$ cat src/rtl/sal_bk_fsm.sv
// sal_bk_fsm: per-bank controller that holds one transaction, opens and closes
// rows, tracks per-bank timing, and raises act/pre/rd/wr/ref requests for the
// scheduler until the matching grant arrives.
//
// Ports
//   clk, rst                        single clock, synchronous active-high reset
//   req_valid_i / req_ready_o       one-entry transaction handshake
//   req_wr_i, req_ra_i, req_ca_i,
//   req_id_i, req_len_i, req_seq_i  transaction fields, loaded on handshake
//   ref_req_i / ref_done_o          refresh demand pulse / tRFC-expired pulse
//   t_*_m1                          timing values minus 1 (rcd, rp, ras, rfc, wtp, rtp)
//   *_req_o / *_gnt_i               command requests to / grants from the scheduler
//   ra_o, ca_o, id_o, len_o, seq_o  fields of the held transaction (0 when empty)
//   row_open_o                      a row is open (activating or active)
//
// Build option
//   SAL_BK_CLOSE_PAGE_EN  when defined, an idle open row is precharged as soon
//                         as its timers allow (auto-close); otherwise the row
//                         stays open until a miss or a refresh.
//
// state        | meaning
// -------------+-----------------------------
// S_IDLE       | row closed
// S_ACTIVATING | tRCD running
// S_ACTIVE     | row open, CAS legal
// S_PRECHARGING| tRP running
// S_REFRESHING | tRFC running

module sal_bk_fsm #(
   parameter int RA_W  = 14,
   parameter int CA_W  = 10,
   parameter int ID_W  = 4,
   parameter int LEN_W = 4,
   parameter int SEQ_W = 8,
   parameter int TW    = 6
) (
   input  logic             clk,
   input  logic             rst,
   input  logic             req_valid_i,
   output logic             req_ready_o,
   input  logic             req_wr_i,
   input  logic [RA_W-1:0]  req_ra_i,
   input  logic [CA_W-1:0]  req_ca_i,
   input  logic [ID_W-1:0]  req_id_i,
   input  logic [LEN_W-1:0] req_len_i,
   input  logic [SEQ_W-1:0] req_seq_i,
   input  logic             ref_req_i,
   output logic             ref_done_o,
   input  logic [TW-1:0]    t_rcd_m1,
   input  logic [TW-1:0]    t_rp_m1,
   input  logic [TW-1:0]    t_ras_m1,
   input  logic [TW-1:0]    t_rfc_m1,
   input  logic [TW-1:0]    t_wtp_m1,
   input  logic [TW-1:0]    t_rtp_m1,
   output logic             act_req_o,
   output logic             pre_req_o,
   output logic             rd_req_o,
   output logic             wr_req_o,
   output logic             ref_req_o,
   output logic [RA_W-1:0]  ra_o,
   output logic [CA_W-1:0]  ca_o,
   output logic [ID_W-1:0]  id_o,
   output logic [LEN_W-1:0] len_o,
   output logic [SEQ_W-1:0] seq_o,
   input  logic             act_gnt_i,
   input  logic             pre_gnt_i,
   input  logic             rd_gnt_i,
   input  logic             wr_gnt_i,
   input  logic             ref_gnt_i,
   output logic             row_open_o
);

   typedef enum logic [2:0] {
      S_IDLE,
      S_ACTIVATING,
      S_ACTIVE,
      S_PRECHARGING,
      S_REFRESHING
   } state_t;

   state_t state, state_nxt;

   logic             held;
   logic             held_wr;
   logic [RA_W-1:0]  held_ra;
   logic [CA_W-1:0]  held_ca;
   logic [ID_W-1:0]  held_id;
   logic [LEN_W-1:0] held_len;
   logic [SEQ_W-1:0] held_seq;
   logic             ref_pend;
   logic [RA_W-1:0]  open_ra;
   logic             ref_done_q, ref_done_nxt;

   logic [TW-1:0] rcd_cnt, rp_cnt, ras_cnt, rfc_cnt, wtp_cnt, rtp_cnt;
   logic [TW-1:0] rcd_nxt, rp_nxt, ras_nxt, rfc_nxt, wtp_nxt, rtp_nxt;

   logic hit, timers_clr, close_req;
   logic act_fire, pre_fire, rd_fire, wr_fire, ref_fire;

   function automatic logic [TW-1:0] dec_sat(input logic [TW-1:0] c);
      return (c == '0) ? '0 : c - 1'b1;
   endfunction

   assign hit         = (held_ra == open_ra);
   assign timers_clr  = (ras_cnt == '0) && (wtp_cnt == '0) && (rtp_cnt == '0);
   assign req_ready_o = !held && !ref_pend;

`ifdef SAL_BK_CLOSE_PAGE_EN
   assign close_req = !held;
`else
   assign close_req = 1'b0;
`endif

   // Requests are pure functions of registered state, so at most one is high:
   // act/ref split on ref_pend, rd/wr on the held direction, pre needs a miss,
   // a refresh, or (auto-close) an empty holding register.
   assign act_req_o = (state == S_IDLE) && held && !ref_pend;
   assign ref_req_o = (state == S_IDLE) && ref_pend;
   assign rd_req_o  = (state == S_ACTIVE) && held && !held_wr && hit && !ref_pend;
   assign wr_req_o  = (state == S_ACTIVE) && held &&  held_wr && hit && !ref_pend;
   assign pre_req_o = (state == S_ACTIVE) && timers_clr &&
                      ((held && !hit) || ref_pend || close_req);

   // A grant only counts when its own request is up; stray grants are dropped.
   assign act_fire = act_gnt_i && act_req_o;
   assign pre_fire = pre_gnt_i && pre_req_o;
   assign rd_fire  = rd_gnt_i  && rd_req_o;
   assign wr_fire  = wr_gnt_i  && wr_req_o;
   assign ref_fire = ref_gnt_i && ref_req_o;

   assign rcd_nxt = act_fire ? t_rcd_m1 : dec_sat(rcd_cnt);
   assign ras_nxt = act_fire ? t_ras_m1 : dec_sat(ras_cnt);
   assign rp_nxt  = pre_fire ? t_rp_m1  : dec_sat(rp_cnt);
   assign rfc_nxt = ref_fire ? t_rfc_m1 : dec_sat(rfc_cnt);
   assign wtp_nxt = wr_fire  ? t_wtp_m1 : dec_sat(wtp_cnt);
   assign rtp_nxt = rd_fire  ? t_rtp_m1 : dec_sat(rtp_cnt);

   // Wait states are left when the counter's next value is zero, so the state
   // and the counter reach "done" together: a command gated on cnt==0 becomes
   // legal N cycles after its grant, with a one-cycle floor when _m1 is 0.
   always_comb begin
      state_nxt    = state;
      ref_done_nxt = 1'b0;
      case (state)
         S_IDLE: begin
            if (act_fire)      state_nxt = S_ACTIVATING;
            else if (ref_fire) state_nxt = S_REFRESHING;
         end
         S_ACTIVATING: begin
            if (rcd_nxt == '0) state_nxt = S_ACTIVE;
         end
         S_ACTIVE: begin
            if (pre_fire) state_nxt = S_PRECHARGING;
         end
         S_PRECHARGING: begin
            if (rp_nxt == '0) state_nxt = S_IDLE;
         end
         S_REFRESHING: begin
            if (rfc_nxt == '0) begin
               state_nxt    = S_IDLE;
               ref_done_nxt = 1'b1;
            end
         end
         default: state_nxt = S_IDLE;
      endcase
   end

   always_ff @(posedge clk) begin
      if (rst) begin
         state      <= S_IDLE;
         held       <= 1'b0;
         held_wr    <= 1'b0;
         held_ra    <= '0;
         held_ca    <= '0;
         held_id    <= '0;
         held_len   <= '0;
         held_seq   <= '0;
         ref_pend   <= 1'b0;
         open_ra    <= '0;
         ref_done_q <= 1'b0;
         rcd_cnt    <= '0;
         rp_cnt     <= '0;
         ras_cnt    <= '0;
         rfc_cnt    <= '0;
         wtp_cnt    <= '0;
         rtp_cnt    <= '0;
      end else begin
         state      <= state_nxt;
         ref_done_q <= ref_done_nxt;
         rcd_cnt    <= rcd_nxt;
         rp_cnt     <= rp_nxt;
         ras_cnt    <= ras_nxt;
         rfc_cnt    <= rfc_nxt;
         wtp_cnt    <= wtp_nxt;
         rtp_cnt    <= rtp_nxt;
         if (act_fire) open_ra <= held_ra;
         if (rd_fire || wr_fire) begin
            held <= 1'b0;
         end else if (req_valid_i && req_ready_o) begin
            held     <= 1'b1;
            held_wr  <= req_wr_i;
            held_ra  <= req_ra_i;
            held_ca  <= req_ca_i;
            held_id  <= req_id_i;
            held_len <= req_len_i;
            held_seq <= req_seq_i;
         end
         // A new demand wins over a same-cycle grant; repeats are absorbed.
         if (ref_req_i)     ref_pend <= 1'b1;
         else if (ref_fire) ref_pend <= 1'b0;
      end
   end

   assign ref_done_o = ref_done_q;
   assign row_open_o = (state == S_ACTIVATING) || (state == S_ACTIVE);
   assign ra_o       = held ? held_ra  : '0;
   assign ca_o       = held ? held_ca  : '0;
   assign id_o       = held ? held_id  : '0;
   assign len_o      = held ? held_len : '0;
   assign seq_o      = held ? held_seq : '0;

endmodule

$ cat config.mk
export PLATFORM = sky130hd
export DESIGN_NAME = sal_bk_fsm
export DESIGN_NICKNAME = d
export VERILOG_FILES = /design/src/rtl/sal_bk_fsm.sv
export SDC_FILE = /design/constraint.sdc
export NUM_CORES = 1
export LEC_CHECK = 0
export ABC_AREA = 1
export CAP_MARGIN = 30
export CORE_MARGIN = 2
export CORE_UTILIZATION = 49
export DETAILED_ROUTE_END_ITERATION = 6
export PLACE_DENSITY = 0.81
export REMOVE_ABC_BUFFERS = 1
export SETUP_SLACK_MARGIN = 0.2
export SYNTH_ARGS = -nofsm -noshare
export SYNTH_HDL_FRONTEND = slang
export SYNTH_SLANG_ARGS = --single-unit
$ cat constraint.sdc
create_clock -name clk -period 2.6 [get_ports clk]
set_clock_uncertainty 0.2 [all_clocks]
set_input_delay 0.52 -clock clk [delete_from_list [all_inputs] [get_ports clk]]
set_output_delay 0.52 -clock clk [all_outputs]
set_load 0.1 [all_outputs]
==> flow_summary.ini, run 1 <==
[worst_setup_path]
arrival_ns = 1.80
startpoint_type = register
required_ns = 1.88
cp-end-kind = primary output
path_class = reg2out
path_max_fanout = 2

[timing]
setup_violations = 0
setup_ws_ns = 0.08151
slew_violations = 0
hold_violations = 0
max_slew_margin_pct = 67.42
fin_crit_ns = 2.518
worst_slew_pin_slew_ns = 0.4879
post-route-period-util_pct = 96.87
fmax_mhz = 397.1
rsz0062_at_grt = yes

[route]
drt-total-wl_mm = 13.94
routedWlPerCell_um = 13.64
dr.pass1.iters = 4
drt.antenna.violating_nets = 0
drc_errors = 0
dr.first_iter.drc_count = 206
via_count = 5184
via_per_inst = 5.072

[grt]
grt_use_total_pct = 25.41
first_global_vias = 5174
grt_max_degree = 66
antenna_found_initial = 0
overflow = 0
grt_pass1_wl_mm = 23.21

[final_layout]
nets = 985
seqCellArea_mm2 = 0.001969
areaGrowthSynthToFinish_pct = 47.89
multi_input_area_mm2 = 0.002603
diodes = 0
fillCellCount = 762
final_util_pct = 74.89
drive_gt1_share_pct = 19.46

[power_and_ir_drop]
powerDensity_mw_per_mm2 = 845.9
p_leak_nw = 3.447
max-vdd-ir-drop_uv = 563.5

[synthesis]
postSynthAreaPerCell_um2 = 6.656
synthCells = 747
ys_ff_latch = 97
yosys.area.top_type = dfxtp_1
synth.distinct_cells = 33
synth_top_area_share_pct = 39.05
syn_area_mm2 = 0.004972
synth_area_leaders = dfxtp_1, nand2_1, inv_1, nor2_1, o21ai_0
synth_seq_area_share_pct = 39.05
ys_warn_count = 0

[clock_network]
clkLatencyLatePin_ns = 0.36
cts_max_level = 3
clkSlewWorstSetupHoldPaths_ns = 0.08
hold_buffers = 0
cts_buffer_depth = 2
cts_inserted_buffers = 9
clock-root-buffer = clkbuf_8
cts.sinks = 97
cts_tree = built

[floorplanning]
ios = 134
die_y_um = 104.7
start_util_pct = 50.64
core_mm2 = 0.009819
fp.dieW_um = 104.7
num_rows = 36
die_area_mm2 = 0.01097

[placement]
io_buffers = 133
place_congestion = 0.9663
dp_slack_ns = 0.1431
detailed_place_hpwl_mm = 10.01

[run]
max_cap_viol_count = 0

[outcome]
outcome = finished, final reports clean

[hold_path]
hp-class = reg2reg
[area by class of cell]
class | instances | area share [%]
repair buffers | 157 | 27.07
flip-flops and latches | 97 | 26.78
clock inverters | 1 | 0.06806
multi-input cells | 497 | 35.39
well taps | 133 | 2.263
inverters | 125 | 6.449
clock buffers | 12 | 1.974
[path summary, 6_finish.rpt]
check / startpoint / endpoint / cells past startpoint / slack, ns
hold reg to reg: open_ra[0] / open_ra[0] / 2 / 0.26
setup / recovery: open_ra[12] / rd_req_o / 10 / 0.08
hold / removal: open_ra[0] / open_ra[0] / 2 / 0.26
setup reg to reg: open_ra[12] / state[1] / 19 / 0.30
[critical path: stages (launching register included)]
cell and delay [ns]:
dfxtp_2 0.36, inv_2 0.05, nand2_2 0.07, nand2_2 0.05
nor2_1 0.10, nand2_1 0.10, nor2_4 0.15, nand2_4 0.08
nor3_4 0.18, buf_6 0.13, buf_12 0.16
[synth_stat cells, drive strengths merged]
cell and n:
a2111oi 1, a21oi 51, a22oi 3, a2bb2oi 1, a31oi 3, and2 1
buf 5, clkbuf 23, clkinv 1, dfxtp 97, ha 12, inv 124
nand2 159, nand3 22, nand3b 3, nand4 10, nor2 127, nor3 11
o21ai 77, or2 1, xnor2 7, xor2 8
[sequential cells by signal (all words and copies together), names as in the netlist, 3 cells and up]
| signal | cells |
|---|---|
| held_ra | 14 |
| open_ra | 14 |
| held_ca | 10 |
| held_seq | 8 |
| ras_cnt | 6 |
| rcd_cnt | 6 |
| rfc_cnt | 6 |
| rp_cnt | 6 |
| rtp_cnt | 6 |
| wtp_cnt | 6 |
| held_id | 4 |
| held_len | 4 |
| state | 3 |
[timing repair]
item | 4_1_cts | 5_1_grt
pin swaps | 4 | 25
hold endpoints to repair | 0 | 0
setup buffers | 8 | 8
endpoints found under the setup margin | 3 | 44
gates resized for setup | 32 | 50
cloned | 0 | 0
[kinds of logic after synthesis]
| group | synth area share, % |
|---|---|
| xor gates and xnor gates | 2.642 |
| adders and majority gates | 3.020 |
| AOI/OAI and AO/OA | 14.07 |
| DFF | 39.05 |
| buffers and inverters | 11.73 |
| and+or+nand+nor | 29.49 |
[stage by stage]
stage                     TNS (ns)  hold slack, ns  power [mW]  cells  instance area [µm²]
after floorplan            -124.71          0.2458       4.202    719                 4858
after global placement           0          0.2505       4.837    993                 6884
after detailed placement         0          0.2617       5.016    993                 6884
after CTS                        0          0.2743       5.969   1014                 7178
after global routing      -0.02847          0.2879       6.697   1022                 7353
final                            0          0.2570       6.220   1022                 7353
[placed cells by master, fill, tap and decap left out, types with 4 or more instances in the layout]
master | Yosys | layout
a21oi_1 | 51 | 50
buf_12 | 0 | 47
buf_4 | 1 | 22
clkbuf_8 | 0 | 10
clkdlybuf4s50_1 | 0 | 85
dfxtp_1 | 97 | 77
dfxtp_2 | 0 | 19
ha_1 | 12 | 9
inv_1 | 120 | 103
inv_2 | 4 | 20
nand2_1 | 153 | 144
nand2_2 | 5 | 11
nand2_4 | 1 | 4
nand3_1 | 17 | 13
nand3_2 | 3 | 5
nand3_4 | 2 | 4
nand4_1 | 9 | 9
nor2_1 | 119 | 114
nor2_2 | 5 | 7
nor2_4 | 2 | 5
nor3_1 | 10 | 7
nor3_4 | 1 | 4
o21ai_0 | 77 | 77
xnor2_1 | 7 | 7
xor2_1 | 8 | 8
[layer usage]
| metal | wire length, µm | GRT usage (%) |
|---|---|---|
| met1 | 5532 | 29.28 |
| met2 | 7206 | 45.27 |
| met3 | 933 | 6.737 |
| met4 | 269 | 8.762 |
| met5 | 0 | 0 |
[power by group]
part	leakage, nW	switching (mW)	internal, mW
Combinational	2.56	2.03	1.31
Sequential	0.808	0.221	1.81
Clock	0.0782	0.491	0.359
Total	3.45	2.74	3.48
Note: power is estimated with default switching activity, not from simulation.
==> run 2: changes to the inputs <==
--- a/config.mk
+++ b/config.mk
@@ -8,9 +8,8 @@
 export ABC_AREA = 1
 export CAP_MARGIN = 30
 export CORE_MARGIN = 2
-export CORE_UTILIZATION = 49
+export CORE_UTILIZATION = 30
 export DETAILED_ROUTE_END_ITERATION = 6
-export PLACE_DENSITY = 0.81
 export REMOVE_ABC_BUFFERS = 1
 export SETUP_SLACK_MARGIN = 0.2
 export SYNTH_ARGS = -nofsm -noshare
==> constraint.sdc (replaced) <==
create_clock -name clk -period 2.6 [get_ports clk]
set_clock_uncertainty 0.2 [all_clocks]
set_input_delay 0.52 -clock clk [delete_from_list [all_inputs] [get_ports clk]]
set_output_delay 0.52 -clock clk [all_outputs]
set_load 0.005 [all_outputs]
==> run 2 against run 1 <==
Net effect:
- critical path depth rose by 10
- die area is 61% higher
- routed wire length fell by 0.89%
- cell area decreased by 1.0%
- power decreased by 1.4%
- setup slack better by 0.14 ns
- global-route usage is 10 points lower
- clock-buffer cell count down 1
- combinational power fell by 15%
- highest routed layer unchanged
- largest power group unchanged
- via count shrank 4.4%
- fmax up 6.0%
- non-clock buffer count rose by 12
==> flow_summary.ini, run 2 (synthesis results as in run 1) <==
[outcome]
outcome = finished, final reports clean

[grt]
antenna_found_initial = 0
first_global_vias = 4714
grt_use_total_pct = 15.31
grt_pass1_wl_mm = 21.88
grt_max_degree = 66
overflow = 0

[timing]
holdWs_ns = 0.2672
slew_violations = 0
max_slew_margin_pct = 66.19
worst_slew_pin_slew_ns = 0.5064
fin_crit_ns = 2.376
rsz0062_at_grt = yes
setup_violations = 0
hold_violations = 0
fmax_mhz = 420.9
post-route-period-util_pct = 91.38

[route]
drt-total-wl_mm = 13.82
routedWlPerCell_um = 12.29
via_per_inst = 4.407
via_count = 4954
drc_errors = 0
dr.first_iter.drc_count = 157
dr.pass1.iters = 4
drt.antenna.violating_nets = 0

[final_layout]
nets = 997
final_cell_mix = nand2_1, clkdlybuf4s50_1, nor2_1
layout_commonest_cell = nand2_1
diodes = 0
final_util_pct = 44.35
largestRegisters = held_ra x14, open_ra x14, held_ca x10
drive_gt1_share_pct = 16.04
areaGrowthSynthToFinish_pct = 46.35

[floorplanning]
ios = 134
fp.dieW_um = 132.7
start_util_pct = 30.31
die_y_um = 132.7
die_area_mm2 = 0.01762
num_rows = 47
core_mm2 = 0.01641

[run]
max_cap_viol_count = 0

[hold_path]
hp-class = reg2reg

[worst_setup_path]
timing.rr.end = state[0]
arrival_ns = 2.42
cp-end-kind = register
path_class = reg2reg
path_common_cell = nand2_1
slowest_stage = dfxtp_2
cp_num_buf_inv = 6
r2r_start = held_ra[13]
crit_end = state[0]
path_max_fanout = 7
required_ns = 2.65
crit_path_start = held_ra[13]
cp_num_cells = 20
path_cells = inv_2, nand2_1, nand2_1, nor2_1, nand2_1, nor2_4, nand3_2, buf_6, buf_6, buf_6, nand3_4, nand2_2, nand2_2, nand2_1, inv_1, nand3_2, nand2_4, nand3b_1, nand2_1, inv_1
cpLargestDelayFamily = simple AND/OR/NAND/NOR gates
max_stage_delay_ns = 0.35
r2r_slack_ns = 0.22
startpoint_type = register
reg2reg_depth = 20

[power_and_ir_drop]
max-vdd-ir-drop_uv = 337.8
powerDensity_mw_per_mm2 = 842.8
p_leak_nw = 3.394

[clock_network]
clkLatencyLatePin_ns = 0.35
cts_buffer_depth = 2
cts_inserted_buffers = 9
clock-root-buffer = clkbuf_16
cts_max_level = 3
clkSlewWorstSetupHoldPaths_ns = 0.07
hold_buffers = 0
cts_tree = built
cts.sinks = 97

[placement]
place_congestion = 0.8301
io_buffers = 133
detailed_place_hpwl_mm = 9.395
==> run 2: through the flow <==
stage	setup WS [ns]	area [µm²]	power [mW]	instances	TNS (ns)
2_1_floorplan	-0.3630	4858	3.903	719	-11.37
3_3_place_gp	0.1614	6594	4.578	1084	0
3_5_place_dp	0.1426	6594	4.608	1084	0
4_1_cts	0.1524	7039	6.051	1113	0
5_1_grt	0.06754	7277	6.698	1124	0
6_report	0.2242	7277	6.133	1124	0
==> run 2: how the worst min path moves through the flow <==
stage	slack (ns)	startpoint	to	depth (start not counted)
after floorplan	0.25	open_ra[0]	open_ra[0]	2
after global placement	0.25	open_ra[11]	open_ra[11]	2
after detailed placement	0.26	open_ra[9]	open_ra[9]	2
after CTS	0.27	open_ra[9]	open_ra[9]	2
after global routing	0.29	held_ra[8]	held_ra[8]	2
final	0.27	open_ra[8]	open_ra[8]	2
==> run 2: timing repair <==
item,in CTS,in global routing
cloned,0,4
setup endpoints to repair,5,42
gates resized for setup,44,47
pin swaps,14,27
buffers inserted,13,7
==> run 2: cell type report <==
cell class	instances	area, µm²
Clock buffer	11	252.7
Clock inverter	5	30.03
Fill cell	1744	9130
Inverter	125	470.5
Multi-Input combinational cell	497	2582
Sequential cell	97	1974
Tap cell	220	275.3
Timing Repair Buffer	169	1692
==> run 2: per-layer routing <==
layer	routed length (µm)	track usage (%)	part of all wire [%]	up-vias
li1	-	-	-	2617
met1	6214	18.48	45	2228
met2	6675	26.05	48	99
met3	796	5.402	5.8	10
met4	131	3.704	0.95	0
met5	0	0	0	-
==> run 2: tightest hold or removal path, delay by kind of cell, from the launching register on <==
family                 cells  cell delay, ns
AOI/OAI and AO/OA          1            0.05
DFF                        1            0.32
buffers and inverters      1            0.06
==> run 2: power by group <==
| group | total (mW) | leakage, nW | switching (mW) | internal [mW] |
|---|---|---|---|---|
| clock network | 1.28 | 0.137 | 0.585 | 0.696 |
| logic | 2.83 | 2.45 | 1.59 | 1.24 |
| registers | 2.02 | 0.808 | 0.207 | 1.81 |
| total | 6.13 | 3.39 | 2.39 | 3.75 |
